--- src/rtl/mux_key_scanner.sv ---
// Row-multiplexed key matrix scanner for an arcade core: it steps a row pointer on
// each mux_clock edge and presents debounced, active-low key data for the selected row.
module mux_key_scanner #(
  parameter int ROWS    = 7,
  parameter int COLS    = 5,
  parameter int DEB_CYC = 40000
) (
  input  logic                 clk_sys,
  input  logic                 rst_n,
  input  logic                 enable,
  input  logic                 seed_load,
  input  logic [2:0]           seed_row,
  input  logic                 mux_clock,
  input  logic [ROWS*COLS-1:0] key_raw,
  output logic [2:0]           row_sel,
  output logic [7:0]           row_shift,
  output logic [7:0]           row_data,
  output logic                 scan_tick,
  output logic                 any_key
);

  localparam int              NK       = ROWS * COLS;
  localparam int              CW       = $clog2(DEB_CYC);
  localparam logic [CW-1:0]   CNT_LAST = CW'(DEB_CYC - 1);
  localparam logic [2:0]      LAST_ROW = 3'(ROWS - 1);

  logic          r_mux_d;
  logic          r_armed;
  logic [2:0]    r_row_sel;
  logic [7:0]    r_row_shift;
  logic          r_tick;
  logic [CW-1:0] r_cnt;
  logic [NK-1:0] r_samp;
  logic [NK-1:0] r_deb;
  logic [7:0]    r_row_data;
  logic          r_any;

  logic          w_edge;
  logic          w_advance;
  logic [2:0]    w_seed_row;
  logic [2:0]    w_next_row;
  logic          w_capture;
  logic [NK-1:0] w_agree;
  logic [NK-1:0] w_shifted;
  logic [7:0]    w_row_bits;

  // r_armed blocks a level that is already high when reset releases from counting as an edge.
  assign w_edge     = mux_clock & ~r_mux_d & r_armed;
  assign w_advance  = enable & ~seed_load & w_edge;
  assign w_seed_row = (seed_row > LAST_ROW) ? 3'd0 : seed_row;
  assign w_next_row = (r_row_sel == LAST_ROW) ? 3'd0 : r_row_sel + 3'd1;
  assign w_capture  = (r_cnt == CNT_LAST);
  assign w_agree    = ~(key_raw ^ r_samp);
  assign w_shifted  = r_deb >> (int'(r_row_sel) * COLS);

  always_comb begin
    w_row_bits             = 8'hFF;
    w_row_bits[COLS-1:0]   = ~w_shifted[COLS-1:0];
  end

  always_ff @(posedge clk_sys or negedge rst_n) begin
    if (!rst_n) begin
      r_mux_d     <= 1'b0;
      r_armed     <= 1'b0;
      r_row_sel   <= 3'd0;
      r_row_shift <= 8'h01;
      r_tick      <= 1'b0;
    end else begin
      r_mux_d <= mux_clock;
      r_armed <= 1'b1;
      r_tick  <= w_advance;
      if (seed_load) begin
        r_row_sel   <= w_seed_row;
        r_row_shift <= 8'h01 << w_seed_row;
      end else if (w_advance) begin
        r_row_sel   <= w_next_row;
        r_row_shift <= 8'h01 << w_next_row;
      end
    end
  end

  // A key bit only moves when two consecutive samples agree on its new value.
  always_ff @(posedge clk_sys or negedge rst_n) begin
    if (!rst_n) begin
      r_cnt  <= '0;
      r_samp <= '0;
      r_deb  <= '0;
    end else if (w_capture) begin
      r_cnt  <= '0;
      r_samp <= key_raw;
      r_deb  <= (r_deb & ~w_agree) | (key_raw & w_agree);
    end else begin
      r_cnt <= r_cnt + CW'(1);
    end
  end

  always_ff @(posedge clk_sys or negedge rst_n) begin
    if (!rst_n) begin
      r_row_data <= 8'hFF;
      r_any      <= 1'b0;
    end else begin
      r_row_data <= enable ? w_row_bits : 8'hFF;
      r_any      <= |r_deb;
    end
  end

  assign row_sel   = r_row_sel;
  assign row_shift = r_row_shift;
  assign row_data  = r_row_data;
  assign scan_tick = r_tick;
  assign any_key   = r_any;

endmodule

--- config.mk ---
export PLATFORM = sky130hd
export DESIGN_NAME = mux_key_scanner
export DESIGN_NICKNAME = d
export VERILOG_FILES = /design/src/rtl/mux_key_scanner.sv
export SDC_FILE = /design/constraint.sdc
export NUM_CORES = 1
export LEC_CHECK = 0
export ABC_AREA = 1
export BUFFER_PORTS_ARGS = -buffer_cell sky130_fd_sc_hd__buf_2
export CORE_AREA = 2 2 125 103
export DETAILED_ROUTE_END_ITERATION = 8
export DIE_AREA = 0 0 127 105
export GPL_ROUTABILITY_DRIVEN = 0
export SLEW_MARGIN = 20
export SYNTH_ARGS = -nofsm -noshare
export SYNTH_HDL_FRONTEND = slang
export SYNTH_SLANG_ARGS = --single-unit
--- constraint.sdc ---
create_clock -name clk_sys -period 3 [get_ports clk_sys]
set_clock_uncertainty 0.1 [all_clocks]
set_input_delay 0 -clock clk_sys [delete_from_list [all_inputs] [get_ports clk_sys]]
set_output_delay 0 -clock clk_sys [all_outputs]
set_load 0.05 [all_outputs]
# Yosys cells after proc, flatten, opt, wreduce, memory -nomap -nowiden
# Index checks and enable logic that the tools add are counted.
[classes] add_sub_neg=2 n_mul=1 n_lt_le_gt_ge=1 eq_ne=2 shifts=3 mux=8 n_bitwise=13 reduce_logical=2
[op_table] cell="$and 35x35->35" count=2
[op_table] cell="$not 35->35" count=2
[op_table] cell="$or 35x35->35" count=1
[op_table] cell="$reduce_or 35->1" count=1
[op_table] cell="$shr 35x6->5" count=1
[op_table] cell="$xor 35x35->35" count=1
[op_table] cell="$add 16x1->16 const B" count=1
[op_table] cell="$eq 16x16->1 const B" count=1
[op_table] cell="$mux 16" count=1
[op_table] cell="$mux 8" count=2
[op_table] cell="$shl 1x3->8 const A" count=2
[op_table] cell="$mux 3" count=4
[op_table] cell="$mul 3x3->6 const B" count=1
[op_table] cell="$mux 5" count=1
[op_table] cell="$not 5->5" count=1
[op_table] cell="$and 1x1->1" count=4
[op_table] cell="$add 3x1->3 const B" count=1
[op_table] cell="$eq 3x3->1 const B" count=1
[op_table] cell="$gt 3x3->1 const B" count=1
[op_table] cell="$not 1->1" count=2
[op_table] cell="$reduce_bool 2->1" count=1
[totals] register_bits=107 inputBits=43 out_inout_bits=21

# Depth between registers and ports, before layout
# Gate-level depths: netlist of run 1.
[depth] ltp_word=6 ltp_mapped=10

# Least setup slack after synthesis of run 1
# No wires, ideal clock.
[synth_timing] path_kind="flip-flop to flip-flop" startpoint="register r_row_sel[1] (netlist: row_sel[1])" endpoint="register r_row_shift[4] (netlist: row_shift[4])" arrival_ps=1514 required_ps=2834 slack_ps=1320 stages_incl_launch_ff=10 path_buffers=1 cell_sequence="dfrtp_1 buf_2 nand2_1 inv_1 nor2_1 nand2_1 nand2_1 nor2_1 nand2_1 nand2_1"
[synth_via] elab_chain_len=5
[synth_lines] element="start: declaration" line="29" text="logic [2:0] r_row_sel;"
[synth_lines] element="start signal: assignment" line="73" text="r_row_sel <= w_seed_row;"
[synth_lines] element="start signal: assignment" line="76" text="r_row_sel <= w_next_row;"
[synth_lines] element="$add 3x1->3 or $eq 3x3->1 (tied branches)" line="51" text="assign w_next_row = (r_row_sel == LAST_ROW) ? 3'd0 : r_row_sel + 3'd1;"
[synth_lines] element="$mux 3 (*)" line="51"
[synth_lines] element="$shl 1x3->8 (*)" line="77" text="r_row_shift <= 8'h01 << w_next_row;"
[synth_lines] element="$mux 8 (*)" line="75" text="end else if (w_advance) begin"
[synth_lines] element="$mux 8 (*)" line="72" text="if (seed_load) begin"
[synth_lines] element="end signal: assignment" line="74" text="r_row_shift <= 8'h01 << w_seed_row;"
[synth_lines] element="end signal: assignment" line="77"
[synth_lines] element="end: declaration" line="30" text="logic [7:0] r_row_shift;"
# Mark *: on every way between the ends. The rest lies on a longest branch, timed or not. The select of a mux whose other input is x is not followed.
# A chain may end at the register's enable or synchronous reset.

==> run_results.csv, run 1 <==
group,metric,value,unit
drt,dr_wl_met2,5.545,mm
logic_synthesis,ys_seq_area_share,50.19,%
logic_synthesis,synthMuxAreaShare,0,%
floorplan,core,11980,um2
timing,max-slew-margin-rel,48.39,%
worst_hold_path,whs_endpoint,"row_shift[0]$_DFFE_PN1P_",
grt,gr-usage-all-layers,19.76,%
logic_synthesis,synth_compound_area_share,3.022,%
timing,rsz0062_at_grt,"false",
finish,fin_nets,796,
clock_network,root_buffer,"clkbuf_16",
worst_hold_path,min_path_type,"in -> reg",
worst_setup_path,crit_arrival,2.29,ns
logic_synthesis,async_flop_share,100.0,%
drt,num_vias,4541,
worst_setup_path,critPathLaunchType,"flip-flop",
drt,drt-met1-wl,5.977,mm
timing,min_period,2.152,ns
worst_setup_path,timing.reg2reg.setup_slack,0.85,ns
timing,period_share,71.72,%
timing,hold_violations,0,
run_status,status,"finished clean",
logic_synthesis,synth-edff-count,0,
worst_setup_path,r2r_cells,9,
worst_hold_path,min_from,"seed_row[0]",
clock_network,cts_tree,"built",
finish,drive_above_1_share,11.90,%
finish,area_delta_synth_final,20.11,%
worst_setup_path,worstSetupPathType,"reg -> reg",
clock_network,clockBufferDepth,2,
clock_network,clock_latency,0.35,ns
floorplan,ios,64,
logic_synthesis,post_synth_xor_area_fraction,6.775,%
worst_setup_path,cp_cell_sequence,"ha_1 > nand2_1 > nor2_4 > inv_2 > nor2_4 > buf_4 > nand3_1 > nand2_1 > nand2_1",
drt,drt-initial-drc-count,349,
timing,slew_viol_final,0,
worst_hold_path,holdPathStages,8,
logic_synthesis,synthSimpleGateAreaFrac,34.47,%
timing,finalHoldWorstSlack,0.06310,ns
grt,grt_overflow,0,
drt,ant_nets,0,
logic_synthesis,synthCells,663,
timing,worst_pin_slew,0.7712,ns
logic_synthesis,synth_seq_cells,106,
place,io_buffers,60,
grt,grt_pass1_wl,21.02,mm
drt,avgViaCountPerCell,5.001,
floorplan,die_area,13340,um2
worst_setup_path,required,3.14,ns
drt,firstDrtPassIters,5,
worst_setup_path,endpoint_kind,"flip-flop",
finish,insertedDiodeCount,0,
floorplan,fp.dieH,105,um
logic_synthesis,synthesis.area,5300,um2
logic_synthesis,synth_top_area_share,47.21,%
logic_synthesis,synth_adder_area_share,0.2361,%
logic_synthesis,ys.flop_type,"dfrtp_1",
logic_synthesis,synth_top_family_by_area,"simple AND/OR/NAND/NOR gates",
worst_setup_path,crit_buf_inv,2,
worst_setup_path,cp_slowest_stage_delay,0.59,ns
drt,avgRoutedWirePerCell,13.47,um
place,dp_hpwl,8.038,mm
worst_setup_path,cp_max_fo,70,
grt,grt_max_degree,107,
clock_network,cts-htree-levels,3,
drt,wl,12.23,mm
drt,drc,0,
timing,maxClockFrequency,0.4648,GHz
power,peakVddDrop,317.4,uV
worst_setup_path,critPathSlowestCell,"buf_4",
logic_synthesis,avgSynthCellArea,7.994,um2
grt,antenna_found_initial,0,
timing,fin_setup_tns,0,ns
power,power_leakage,3.059,nW
clock_network,cts_buffers,9,
logic_synthesis,synth_area_leader_cell,"dfrtp_1",
drt,met3_wirelength,579,um
logic_synthesis,synthTopCellsByArea,"dfrtp_1 (47%), nand2_1 (19%), xnor2_1 (6.1%)",
power,pwr_density_cell,484.5,nW/um2
worst_setup_path,cp_top_family,"simple AND/OR/NAND/NOR gates",
clock_network,cts_resized,0,
job,drv_cap,0,
logic_synthesis,yosysWarnings,0,
worst_setup_path,cp_common_cell,"nand2_1",
clock_network,cts_num_sinks,106,
floorplan,initial_core_util,44.24,%
timing,finalSetupViolCount,0,
worst_setup_path,r2r_start,"r_cnt[0]$_DFF_PN0_",
drt,highest-signal-layer,"met4",
logic_synthesis,synth_cell_types,25,
floorplan,num_rows,36,
grt,grt_pass1_vias,4370,
floorplan,die_x,127,um
clock_network,cts.clk_slew.worst_paths,0.06,ns
[how the worst max path moves through the flow]
stage	startpoint	to	slack [ns]	depth (start not counted)
3_3_place_gp	r_cnt[0]$_DFF_PN0_	r_samp[2]$_DFFE_PN0N_	0.91	9
3_5_place_dp	r_cnt[0]$_DFF_PN0_	r_samp[6]$_DFFE_PN0N_	0.85	9
6_report	r_cnt[0]$_DFF_PN0_	flip-flop	0.85	9
5_1_grt	r_cnt[0]$_DFF_PN0_	flip-flop	0.65	9
4_1_cts	r_cnt[0]$_DFF_PN0_	r_samp[28]$_DFFE_PN0N_	0.83	9
2_1_floorplan	row_sel[1]$_DFFE_PN0P_	row_shift[4]$_DFFE_PN0P_	1.32	9
[cell usage after synthesis (2+ instances only)]
cell type / count
dfrtp_1: 100
inv_1: 23
dfstp_2: 6
nor2_2: 2
nand3_1: 50
xor2_1: 4
o21bai_1: 5
nand2_1: 265
clkbuf_1: 2
nor2_4: 2
nor3_1: 2
inv_2: 2
a21oi_1: 3
o211ai_1: 5
o21ai_0: 14
buf_6: 4
nor2_1: 65
buf_2: 20
xnor2_1: 37
nand4_1: 45
buf_4: 3
[repair_timing]
item                                   in CTS  in global routing
buffers inserted                            0                  0
endpoints found under the hold margin     180                  0
hold buffers                               41                  0
[where the power goes]
group | internal [mW] | leakage [nW] | switching [mW]
clock | 0.663 | 0.142 | 0.498
sequential | 1.47 | 1.25 | 0.0343
combinational | 0.140 | 1.67 | 0.282
total | 2.27 | 3.06 | 0.814
[worst min-delay path: cells and delay by family]
kind	cells	cell delay (ns)
AND/OR/NAND/NOR	6	0.37
buffers and inverters	2	0.13
[logic make-up after synthesis]
| family | Yosys count |
|---|---|
| AND/OR/NAND/NOR | 432 |
| flip-flops | 106 |
| buffers and inverters | 55 |
| XOR/XNOR | 41 |
| AO/OA/AOI/OAI | 27 |
| adder cells (fa/ha/maj) | 1 |
| other | 1 |
[cell usage in the layout (no fill, tap or decap), drive strengths merged, types with 3 or more instances in the layout]
cell | netlist | layout
nand4 | 45 | 45
inv | 25 | 25
dfstp | 6 | 6
xor2 | 4 | 4
xnor2 | 37 | 37
o21ai | 14 | 14
buf | 27 | 63
dlygate4sd3 | 0 | 41
o21bai | 5 | 5
a21oi | 3 | 3
nand2 | 266 | 266
o211ai | 5 | 5
conb | 1 | 4
clkinv | 1 | 3
nor2 | 69 | 69
dfrtp | 100 | 100
clkbuf | 2 | 12
nand3 | 50 | 50
[through the flow]
step	cell area [um2]	setup slack [ns]	power, mW	util, %	instances
CTS	6366	0.8309	3.127	53.13	908
finish	6366	0.8483	3.085	53.13	908
global route	6366	0.6463	3.215	53.13	908
floorplan	5311	1.320	1.774	-	666
global placement	5669	0.9072	1.908	47.32	852
detailed placement	5669	0.8499	1.912	47.32	852
[metal layers]
metal	global-route usage [%]	up-vias
li1	-	2302
met4	4.710	0
met2	31.03	108
met1	28.04	2123
met3	4.301	8
met5	0	-
[area by class of cell]
type | instances | area, um2
clock buffer | 12 | 246.5
clock inverter | 3 | 40.04
fill | 1148 | 5615
inverter | 26 | 102.6
multi-input combinational | 505 | 2379
sequential | 106 | 2660
tap | 152 | 190.2
timing repair buffer | 104 | 748.2
No activity file was read; power rests on OpenSTA's default activity.
==> run 2, diff against run 1 <==
PLACE_DENSITY = 0.66   (was not set)
clock period = 1.83 ns   (was 3 ns; I/O delays follow)
==> run 2 against run 1 <==
Net effect: largest cell class unchanged; critical path type unchanged; routed wire length grew 6.8%; non-clock buffer count grew 16; combinational power grew 70%.
==> run_results.csv, run 2 (synthesis results as in run 1) <==
group,metric,value,unit
run_status,status,"finished clean",
clock_network,clock_latency,0.36,ns
clock_network,cts_tree,"built",
grt,grt_pass1_vias,4481,
floorplan,num_rows,36,
drt,drc,0,
timing,hold_violations,0,
worst_hold_path,min_path_type,"in -> reg",
timing,finalSetupViolCount,0,
clock_network,cts.clk_slew.worst_paths,0.07,ns
place,placed_cell_area,5742,um2
place,io_buffers,60,
place,dp_hpwl,8.462,mm
clock_network,cts-htree-levels,3,
timing,fin_setup_tns,0,ns
clock_network,clockBufferDepth,2,
drt,wl,13.06,mm
drt,avgViaCountPerCell,5.097,
floorplan,initial_core_util,44.24,%
job,drv_cap,0,
worst_setup_path,worstSetupPathType,"reg -> reg",
worst_setup_path,critPathSlowestCell,"dfrtp_1",
worst_setup_path,cp_slowest_stage_delay,0.38,ns
drt,firstDrtPassIters,5,
grt,grt_overflow,0,
timing,worst_pin_slew,0.5709,ns
grt,grt_max_degree,107,
drt,avgRoutedWirePerCell,14.12,um
grt,gr-usage-all-layers,19.89,%
power,power_leakage,3.171,nW
finish,layout_common_cells,"nand2_1 (264), dfrtp_1 (100), nor2_1 (65)",
floorplan,die_area,13340,um2
finish,design_area,6606,um2
finish,insertedDiodeCount,0,
worst_setup_path,timing.reg2reg.setup_slack,0.07,ns
clock_network,root_buffer,"clkbuf_16",
worst_setup_path,cp_max_fo,6,
power,pwr_density_cell,787.5,nW/um2
drt,drt-initial-drc-count,395,
floorplan,core,11980,um2
finish,fin_util,55.14,%
finish,final_common_cell,"nand2_1",
timing,period_share,96.42,%
power,finalPower,5.203,mW
finish,fin_nets,812,
worst_setup_path,critPathLaunchType,"flip-flop",
worst_setup_path,crit_buf_inv,3,
worst_setup_path,required,1.98,ns
worst_setup_path,endpoint_kind,"flip-flop",
worst_setup_path,cp_cell_sequence,"ha_2 > nand2_2 > nor2_4 > inv_2 > nor2_4 > buf_12 > clkbuf_16 > nand3_1 > nand2_1 > nand2_1",
timing,min_period,1.764,ns
worst_setup_path,cp_top_family,"simple AND/OR/NAND/NOR gates",
drt,ant_nets,0,
timing,layout_setup_ws,0.06553,ns
timing,rsz0062_at_grt,"true",
grt,grt_pass1_wl,21.37,mm
power,peakVddDrop,493.3,uV
timing,slew_viol_final,0,
timing,maxClockFrequency,0.5667,GHz
floorplan,fp.dieH,105,um
finish,area_delta_synth_final,24.65,%
floorplan,die_x,127,um
worst_setup_path,crit_arrival,1.91,ns
finish,drive_above_1_share,14.36,%
floorplan,ios,64,
grt,antenna_found_initial,0,
drt,num_vias,4715,
clock_network,cts_num_sinks,106,
clock_network,cts_buffers,9,
place,post-place-ws,0.01865,ns
timing,max-slew-margin-rel,61.94,%
-- run 2: cell types whose count changed in the layout (fill, tap and decap cells not counted), sizes merged --
cell,change
buf,+14
clkbuf,-1
inv,+3
clkinvlp,+1
-- run 2: final timing paths --
check	startpoint	endpoint	depth (start not counted)
min in group asynchronous	rst_n	r_samp[4]$_DFFE_PN0N_	3
max reg2reg	r_cnt[0]$_DFF_PN0_	flip-flop	10
max in group asynchronous	rst_n	asynchronous set/reset pin	3
min	seed_row[0]	row_shift[0]$_DFFE_PN1P_	8
max	r_cnt[0]$_DFF_PN0_	flip-flop	10
min reg2reg	row_shift[0]$_DFFE_PN1P_	row_shift[0]$_DFFE_PN1P_	2
-- run 2: layout make-up --
class                      count  area [um2]
timing repair buffer         120       950.9
sequential                   106        2660
tap                          152       190.2
fill                        1080        5375
multi-input combinational    505        2384
clock buffer                   9       225.2
clock inverter                 7       86.33
inverter                      26       110.1
-- run 2: worst min-delay path: cells and delay by family --
kind	cells	cell delay [ns]
buffers and inverters	2	0.14
and+or+nand+nor	6	0.37
-- run 2: stage by stage --
stage                     hold slack (ns)  cells
after floorplan                   -0.3956    666
after global placement            0.02200    860
after detailed placement          0.02247    860
after CTS                         0.05839    917
after global routing               0.1346    925
final                             0.06242    925
-- run 2: per-layer routing --
layer | part of all wire, % | global-route usage [%]
met2 | 44 | 31.72
met3 | 5.8 | 5.069
met5 | 0 | 0
met1 | 49 | 27.50
met4 | 0.93 | 4.317
-- run 2: timing repair --
item | CTS | global route
endpoints found under the setup margin | 0 | 69
gates resized for setup | 0 | 8
setup buffers | 0 | 4
hold buffers | 41 | 0
hold endpoints to repair | 189 | 0
-- run 2: power breakdown --
group | internal [mW] | switching [mW] | leakage [nW]
clock network | 1.09 | 0.946 | 0.150
registers | 2.40 | 0.0447 | 1.25
logic | 0.244 | 0.474 | 1.77
